File: config.mk
export PLATFORM = sky130hd
export DESIGN_NAME = ovo_vote_sequencer_flat
export DESIGN_NICKNAME = d
export VERILOG_FILES = /design/src/rtl/ovo_vote_sequencer_if.sv /design/src/rtl/ovo_vote_sequencer.sv /design/src/flat_wrapper.sv
export SDC_FILE = /design/constraint.sdc
export NUM_CORES = 1
export LEC_CHECK = 0
export ABC_CLOCK_PERIOD_IN_PS = 4350
export BUFFER_PORTS_ARGS = -buffer_cell sky130_fd_sc_hd__buf_2
export CORE_AREA = 2 2 90 92
export DETAILED_ROUTE_END_ITERATION = 10
export DIE_AREA = 0 0 92 94
export PLACE_DENSITY = 0.83
export SLEW_MARGIN = 20
export SYNTH_ARGS = -nofsm -noshare
export SYNTH_HDL_FRONTEND = slang
export SYNTH_SLANG_ARGS = --single-unit
File: constraint.sdc
create_clock -name clk -period 4.35 [get_ports clk]
set_input_delay 0.87 -clock clk [delete_from_list [all_inputs] [get_ports clk]]
set_output_delay 0.87 -clock clk [all_outputs]
set_load 0.005 [all_outputs]
File: src/rtl/ovo_vote_sequencer_if.sv
// rtl/ovo_vote_sequencer_if.sv - handshake bundle between OvO sequencer and its upstream/binarySVM side
interface ovo_vote_sequencer_if #(
    parameter int N_CLASSES = 10
);
    localparam int N_PAIRS = N_CLASSES * (N_CLASSES - 1) / 2;
    localparam int CLASS_W = $clog2(N_CLASSES);
    localparam int PAIR_W  = $clog2(N_PAIRS);

    logic               start;
    logic               svm_ready;
    logic               svm_class;
    logic               svm_rst_n;
    logic [PAIR_W-1:0]  pair_idx;
    logic [CLASS_W-1:0] cls_a;
    logic [CLASS_W-1:0] cls_b;
    logic               busy;
    logic               valid;
    logic [CLASS_W-1:0] class_out;

    // Upstream / binarySVM side
    modport master (
        output start, svm_ready, svm_class,
        input  svm_rst_n, pair_idx, cls_a, cls_b, busy, valid, class_out
    );

    // Sequencer side
    modport slave (
        input  start, svm_ready, svm_class,
        output svm_rst_n, pair_idx, cls_a, cls_b, busy, valid, class_out
    );
endinterface

File: src/rtl/ovo_vote_sequencer.sv
// rtl/ovo_vote_sequencer.sv - one-vs-one pair sequencer, vote tally and argmax
module ovo_vote_sequencer #(
    parameter int N_CLASSES = 10
) (
    input  logic                  clk,
    input  logic                  rst,
    ovo_vote_sequencer_if.slave   bus
);
    localparam int N_PAIRS = N_CLASSES * (N_CLASSES - 1) / 2;
    localparam int CLASS_W = $clog2(N_CLASSES);
    localparam int PAIR_W  = $clog2(N_PAIRS);
    localparam int VOTE_W  = $clog2(N_CLASSES);

    typedef enum logic [1:0] {
        S_IDLE,
        S_RUN,
        S_ARGMAX,
        S_DONE
    } state_t;

    state_t             state;
    state_t             state_n;

    logic [VOTE_W-1:0]  votes [N_CLASSES];
    logic [CLASS_W-1:0] scan_idx;
    logic [CLASS_W-1:0] best;
    logic [VOTE_W-1:0]  best_votes;

    logic               last_pair;
    logic               last_scan;
    logic               cand_better;
    logic [CLASS_W-1:0] best_n;
    logic [CLASS_W-1:0] vote_idx;

    assign last_pair   = (bus.pair_idx == PAIR_W'(N_PAIRS - 1));
    assign last_scan   = (scan_idx == CLASS_W'(N_CLASSES - 1));
    // Strict compare keeps the earliest class on ties
    assign cand_better = (votes[scan_idx] > best_votes);
    assign best_n      = cand_better ? scan_idx : best;
    assign vote_idx    = bus.svm_class ? bus.cls_b : bus.cls_a;

    // State register
    always_ff @(posedge clk or posedge rst) begin
        if (rst) begin
            state <= S_IDLE;
        end else begin
            state <= state_n;
        end
    end

    // Next-state decode
    always_comb begin
        state_n = state;
        case (state)
            S_IDLE:   if (bus.start) state_n = S_RUN;
            S_RUN:    if (bus.svm_ready && last_pair) state_n = S_ARGMAX;
            S_ARGMAX: if (last_scan) state_n = S_DONE;
            S_DONE:   state_n = S_IDLE;
            default:  state_n = S_IDLE;
        endcase
    end

    // Pair walk, vote tally, argmax scan and registered outputs
    always_ff @(posedge clk or posedge rst) begin
        if (rst) begin
            bus.svm_rst_n <= 1'b0;
            bus.pair_idx  <= '0;
            bus.cls_a     <= '0;
            bus.cls_b     <= '0;
            bus.busy      <= 1'b0;
            bus.valid     <= 1'b0;
            bus.class_out <= '0;
            scan_idx      <= '0;
            best          <= '0;
            best_votes    <= '0;
            for (int i = 0; i < N_CLASSES; i++) begin
                votes[i] <= '0;
            end
        end else begin
            bus.valid <= 1'b0;
            case (state)
                S_IDLE: begin
                    if (bus.start) begin
                        for (int i = 0; i < N_CLASSES; i++) begin
                            votes[i] <= '0;
                        end
                        bus.pair_idx  <= '0;
                        bus.cls_a     <= '0;
                        bus.cls_b     <= CLASS_W'(1);
                        bus.svm_rst_n <= 1'b1;
                        bus.busy      <= 1'b1;
                    end
                end
                S_RUN: begin
                    if (bus.svm_ready) begin
                        votes[vote_idx] <= votes[vote_idx] + VOTE_W'(1);
                        if (!last_pair) begin
                            // Advance in the same edge so the next SVM frame reads the new ROM entry
                            bus.pair_idx <= bus.pair_idx + PAIR_W'(1);
                            if (bus.cls_b == CLASS_W'(N_CLASSES - 1)) begin
                                bus.cls_a <= bus.cls_a + CLASS_W'(1);
                                bus.cls_b <= bus.cls_a + CLASS_W'(2);
                            end else begin
                                bus.cls_b <= bus.cls_b + CLASS_W'(1);
                            end
                        end else begin
                            bus.svm_rst_n <= 1'b0;
                            scan_idx      <= '0;
                            best          <= '0;
                            best_votes    <= '0;
                        end
                    end
                end
                S_ARGMAX: begin
                    if (cand_better) begin
                        best       <= scan_idx;
                        best_votes <= votes[scan_idx];
                    end
                    scan_idx <= scan_idx + CLASS_W'(1);
                    if (last_scan) begin
                        // Result and valid land together in the DONE cycle
                        bus.class_out <= best_n;
                        bus.valid     <= 1'b1;
                        bus.busy      <= 1'b0;
                    end
                end
                default: begin
                end
            endcase
        end
    end
endmodule

File: src/flat_wrapper.sv
// flat-port wrapper written by rule: the top's interface ports become plain ports
module ovo_vote_sequencer_flat 
#(
    parameter int N_CLASSES = 10
)
  (clk, rst, bus_start, bus_svm_ready, bus_svm_class, bus_svm_rst_n, bus_pair_idx, bus_cls_a, bus_cls_b, bus_busy, bus_valid, bus_class_out);
  ovo_vote_sequencer_if #(.N_CLASSES(N_CLASSES)) bus_i ();
  input  logic clk;
  input  logic rst;
  input wire logic [$bits(bus_i.start)-1:0] bus_start;
  input wire logic [$bits(bus_i.svm_ready)-1:0] bus_svm_ready;
  input wire logic [$bits(bus_i.svm_class)-1:0] bus_svm_class;
  output wire logic [$bits(bus_i.svm_rst_n)-1:0] bus_svm_rst_n;
  output wire logic [$bits(bus_i.pair_idx)-1:0] bus_pair_idx;
  output wire logic [$bits(bus_i.cls_a)-1:0] bus_cls_a;
  output wire logic [$bits(bus_i.cls_b)-1:0] bus_cls_b;
  output wire logic [$bits(bus_i.busy)-1:0] bus_busy;
  output wire logic [$bits(bus_i.valid)-1:0] bus_valid;
  output wire logic [$bits(bus_i.class_out)-1:0] bus_class_out;
  assign bus_i.start = bus_start;
  assign bus_i.svm_ready = bus_svm_ready;
  assign bus_i.svm_class = bus_svm_class;
  assign bus_svm_rst_n = bus_i.svm_rst_n;
  assign bus_pair_idx = bus_i.pair_idx;
  assign bus_cls_a = bus_i.cls_a;
  assign bus_cls_b = bus_i.cls_b;
  assign bus_busy = bus_i.busy;
  assign bus_valid = bus_i.valid;
  assign bus_class_out = bus_i.class_out;
  ovo_vote_sequencer #(.N_CLASSES(N_CLASSES)) u_core (.clk(clk), .rst(rst), .bus(bus_i));
endmodule
[Word-level counts from Yosys, hierarchy flattened]
Index checks and enable logic that the tools add are counted.
Operators by class
  add/sub/neg operators: 6
  multiplexer cells: 46
  magnitude comparators: 4
  bitwise operators: 2
  eq/ne operators: 14
  reduce and logical (&&, ||, !) cells: 15
Operators with widths (count)
  2-to-1 mux 40 bit: 2
  one-hot mux 40 bit (2 select lines): 1
  2-to-1 mux 4 bit: 18
  bitwise mux 40 bit: 1
  one-hot mux 4 bit (2 select lines): 5
  binary-select mux 4 bit (select 4 bit): 2
  2-to-1 mux 6 bit: 3
  adder 4 x 1 -> 4 bit, second input constant: 4
  demux 4 bit (select 4 bit): 1
  one-hot mux 6 bit (2 select lines): 1
  AND reduction 3 bit: 4
  AND reduction 4 bit: 3
  >= comparator 5 bit, second input constant: 2
  inequality test 2 x 1 -> 1 bit, second input constant: 5
  inverter 4 -> 5 bit: 2
  == test 4 bit, second input constant: 2
  one-hot mux 2 bit (4 select lines): 1
  adder 6 x 1 -> 6 bit, second input constant: 1
  == test 6 bit, second input constant: 1
  2-to-1 mux 1 bit: 6
  2-to-1 mux 2 bit: 3
  inequality test 2 bit, second input constant: 3
  nonzero test 2 bit: 3
  less-than comparator 5 x 1 -> 1 bit, second input constant: 1
  other kinds (9): 12
Word-level totals
  logic and storage cells: 108
  input port bits: 5
  output and inout port bits: 21
  flip-flop bits (word level): 75

[Depth between registers and ports, before layout]
  word-level depth: 9
  mapped depth: 13
  depth with buffers taken out: 10

[Least setup slack after synthesis]
Ideal clock, no wire load.
  kind: register to register
  start point: reg u_core.scan_idx[0]
  end point: reg u_core.bus.class_out[1]
  path slack: 0.982 ns
  buffers on the path: 3
  stages on the path, launching flop included: 14
  period minus slack after synthesis: 3.368 ns
  data arrival time: 3.234 ns
  data required time: 4.216 ns
  cells stage by stage: dfrtp_1 > clkbuf_1 > buf_2 > mux4_2 > mux2i_1 > o22a_1 > ha_1 > nor2b_1 > o21a_1 > o21a_1 > o21ai_0 > clkbuf_1 > mux2i_1 > o21ai_0
Between the ends
  longest elaborated chain between the ends: 6
  elaborated cells on any way between the ends: 8
RTL lines
  start, declared: RTL line ovo_vote_sequencer.sv:25  | logic [CLASS_W-1:0] scan_idx;
  start signal, assigned: RTL line ovo_vote_sequencer.sv:119  | scan_idx <= scan_idx + CLASS_W'(1);
  inverter 4 -> 5 bit (not written as such): RTL line ovo_vote_sequencer.sv:38  | assign cand_better = (votes[scan_idx] > best_votes);
  binary-select mux 4 bit (select 4 bit): RTL line ovo_vote_sequencer.sv:38
  2-to-1 mux 4 bit (not written as such) (2 in series): RTL line ovo_vote_sequencer.sv:38
  > comparator 4 bit: RTL line ovo_vote_sequencer.sv:38
  2-to-1 mux 4 bit: RTL line ovo_vote_sequencer.sv:39  | assign best_n = cand_better ? scan_idx : best;
  end signal, assigned: RTL line ovo_vote_sequencer.sv:122  | bus.class_out <= best_n;
  end, declared: RTL line ovo_vote_sequencer_if.sv:29  | output svm_rst_n, pair_idx, cls_a, cls_b, busy, valid, class_out
Parallel ways exist; a longest one is shown, timed or not. The select of a mux whose other input is x is not followed.
A chain may end at the register's enable or synchronous reset.

[Worst setup path in the final report]
  start point: reg u_core.scan_idx[0]
  end point: reg u_core.best_votes[0]
Between the ends
  longest elaborated chain between the ends: 7
  elaborated cells on any way between the ends: 9
RTL lines
  inverter 4 -> 5 bit (not written as such) (*): RTL line ovo_vote_sequencer.sv:38, ovo_vote_sequencer.sv:117
  binary-select mux 4 bit (select 4 bit) (*): RTL line ovo_vote_sequencer.sv:38, ovo_vote_sequencer.sv:117
  2-to-1 mux 4 bit (not written as such) (*) (2 in series): RTL line ovo_vote_sequencer.sv:38, ovo_vote_sequencer.sv:117
  > comparator 4 bit: RTL line ovo_vote_sequencer.sv:38
  inequality test 2 x 1 -> 1 bit (no source line)
  AND reduction 4 bit (no source line)
  end signal, assigned: RTL line ovo_vote_sequencer.sv:117  | best_votes <= votes[scan_idx];
  end, declared: RTL line ovo_vote_sequencer.sv:27  | logic [VOTE_W-1:0] best_votes;
Every way passes the cells marked *; elsewhere a longest branch is shown, timed or not. The select of a mux whose other input is x is not followed.

==> results by group <==
Outcome
  – Status: finished clean

Power and ir drop
  – Internal power: 1699 µW
  – Sw Share: 0.4496
  – Pleak: around 0.0022 µW
  – Net Sw Power: roughly 1400 µW
  – Power Dens Cells: between 600 and 700 nW/µm²
  – VDD IR max: about 0.36 mV
  – Sequential Power Share: 0.330
  – Combinational share of power: 0.491
  – Clock share of power: 0.179

Clocking
  – Clock tree root buffer cell: clkbuf_8
  – Clk_lat worst skew: 0.36 ns
  – Max Buffers Root-to-Sink: 2
  – Post CTS Setup Buffer Count: 0
  – Clk slew on worst S/H paths: 0.08 ns
  – CTS tree: built
  – Hold Buf Count CTS: 0
  – Number of H-tree levels: 3
  – CTS sink cnt: 75
  – TritonCTS buffer count: 9
  – Post_cts resized: 0

Place
  – Post-Place Worst Slack: between 0.7 and 0.8 ns
  – Placed cells: ~580
  – RD Place Congestion: roughly 0.95
  – Port bufs: 25
  – HPWL Detailed: 8213 µm

Timing
  – Fmax: between 0.2 and 0.3 GHz
  – Fin crit share: 0.7943
  – Pins over their slew limit: 0
  – Final Hold Viols: 0
  – Final Skew: 0.01485 ns
  – Endpoints failing setup: 0
  – Tmin final: 3.455 ns
  – RSZ-0062 raised after global routing: false
  – Setup TNS: 0 ns
  – Relative slew slack: 0.3360
  – Slew @ Worst Pin: 0.9870 ns
  – Fin worst setup slack: about 0.89 ns

Synthesis
  – Post-synth cell types: between 60 and 70
  – Commonest cells in the netlist: 75 x dfrtp_1, 52 x nand3_1, 45 x o21ai_0, 32 x nand2_1, 26 x inv_1
  – Synth area leaders: dfrtp_1 41%, nand3_1 5.7%, mux2i_1 5.5%
  – Post-synth EDFFs: 0
  – Syn nets: between 400 and 500
  – Syn Area/Cell: just under 10 µm²
  – Yosys warning count: 0
  – Register area share after synthesis: 0.4093
  – Leading area contributor after synthesis: dfrtp_1
  – Synth Instances: around 470
  – Post-synth ARST share: 1.000
  – Most frequent cell after synthesis: dfrtp_1
  – Cell Area, Synth: 4586 µm²
  – Post-synth top area share: 0.4093
  – Flops & latches, synth: 75
  – Synth Flop Type: dfrtp_1

Routing
  – Drt pass-1 iters: 5
  – Routed via count: 3874
  – 1st-iter DRT viols: about 270
  – Remaining antenna violation count after routing: 0
  – Final wirelength: around 12000 µm
  – Drc violations: 0
  – Routed WL per cell: a little under 20 µm
  – Via density: around 6.5

Critical path
  – CP required: about 4.6 ns
  – Worst Setup Path Type: register to register
  – R2r startpoint: u_core.scan_idx[0]
  – R2R Setup Slk: a little under 0.9 ns
  – Largest fanout on the critical path: 11
  – Arr. time, crit path: between 3 and 4 ns
  – Crit Reg-Reg Endpoint: u_core.best_votes[0]
  – Startpoint types: register
  – R2R cell count: 11
  – Critical path capture point type: register

Cells and area
  – Fin nets: between 500 and 600
  – Fillers: roughly 620
  – Layout Utilization: 0.6523
  – ANT cells: 0
  – Non-filler instance count after layout: 597
  – Fraction of layout cells with a size suffix above 1: 0.1515
  – Area grow syn2layout: 8.213%

Global routing
  – Largest net degree at the start of global routing: 53
  – Grt ovf: 0
  – GRT Total Usage: 0.2909
  – Number of global-route vias before repair: around 3900
  – Global-route wire length before repair: about 20000 µm
  – Initial antenna violation count: 0

Floorplanning
  – Die W: 92 µm
  – IO Count: 26
  – Die height: roughly 94 µm
  – Row cnt: 32
  – Core ar.: around 7600 µm²
  – Initial Util: 0.6028
  – Total die area: 8648 µm²

Hold path
  – Hold Startpoint: u_core.bus.class_out[3]
  – Hold depth: 2
  – Worst Hold Class: register to register
  – Hold worst-path end: u_core.bus.class_out[3]

Job
  – Max-cap check violation count: 0
-- metrics by stage --
step | cell area, µm² | hold slack, ns | power [µW]
after floorplan | 4586 | 0.4733 | 2108
after global placement | 4758 | 0.4590 | 2440
after detailed placement | 4758 | 0.4683 | 2504
after CTS | 4961 | 0.4870 | 3061
after global routing | 4962 | 0.5264 | 3296
final | 4962 | 0.4866 | 3087
-- area by class of cell --
type                            instances  area (µm²)  share of cell area
Clock buffer                           10       137.6             0.02774
Clock inverter                          6       65.06             0.01311
Inverter                               26       98.84             0.01992
Multi-Input combinational cell        345        2471              0.4980
Sequential cell                        75        1877              0.3782
Tap cell                              102       127.6             0.02572
Timing Repair Buffer                   33       185.2             0.03732
-- how the worst max path moves through the flow --
stage / startpoint / end / slack (ns) / cells after the start
finish: u_core.scan_idx[0] / u_core.best_votes[0] / 0.89 / 11
global route: u_core.scan_idx[0] / u_core.best_votes[0] / 0.70 / 11
CTS: u_core.scan_idx[0] / u_core.best_votes[0] / 0.91 / 11
detailed placement: bus_svm_class / u_core.votes[22] / 0.79 / 9
global placement: bus_svm_class / u_core.votes[30] / 0.89 / 9
floorplan: u_core.scan_idx[0] / u_core.bus.class_out[1] / 0.98 / 13
-- power by group through the flow --
| stage | registers (µW) | logic, µW | clock network [µW] |
|---|---|---|---|
| final | 1020 | 1510 | 553 |
| after global placement | 1010 | 1430 | 0 |
| after floorplan | 939 | 1170 | 0 |
| after global routing | 1040 | 1670 | 586 |
| after detailed placement | 1030 | 1480 | 0 |
| after CTS | 1010 | 1490 | 556 |
-- flip-flops by register name (all words and copies together), names as in the netlist, 2 cells and up --
name,count
u_core.bus.pair_idx,6
u_core.state,2
u_core.bus.cls_b,4
u_core.scan_idx,4
u_core.best_votes,4
u_core.best,4
u_core.bus.cls_a,4
u_core.votes,40
u_core.bus.class_out,4
-- cells by family after synthesis --
logic type	share of synthesized area
and+or+nand+nor	0.1596
DFF	0.4093
xor gates and xnor gates	0.01692
muxes	0.1086
adders and majority gates	0.04366
AOI/OAI and AO/OA	0.2101
buffers and inverters	0.05184
-- worst max-delay path, cell delays in order (launching register included) --
cell,delay [ns]
dfrtp_1,0.54
buf_4,0.28
mux4_2,0.54
mux2i_1,0.21
o22a_1,0.22
ha_1,0.16
nor2b_1,0.05
o21a_1,0.17
o21a_1,0.19
o211ai_1,0.58
o2bb2ai_1,0.19
a22o_1,0.22
-- placed cells by master, fill, tap and decap left out, drive strengths merged, types with 3 or more instances in the layout --
master,n
and3,3
and2,3
xor2,7
nand2,33
inv,25
clkinv,5
nand4,7
mux2i,25
o211ai,3
o21ai,57
dfrtp,75
a22o,10
mux4,10
nand3b,6
o21a,5
o31ai,13
nor2,18
nor3,5
o2bb2ai,8
nand3,52
a21oi,14
ha,16
clkbuf,10
buf,33
o221ai,4
nand2b,4
o22ai,6
-- layer usage --
layer	track usage	up-vias	wire length, µm
met4	0.1343	0	355
li1	-	1801	-
met1	0.3799	1891	4853
met3	0.05136	32	727
met2	0.4755	150	5730
met5	0	-	0
Note: power is estimated with default switching activity, not from simulation.
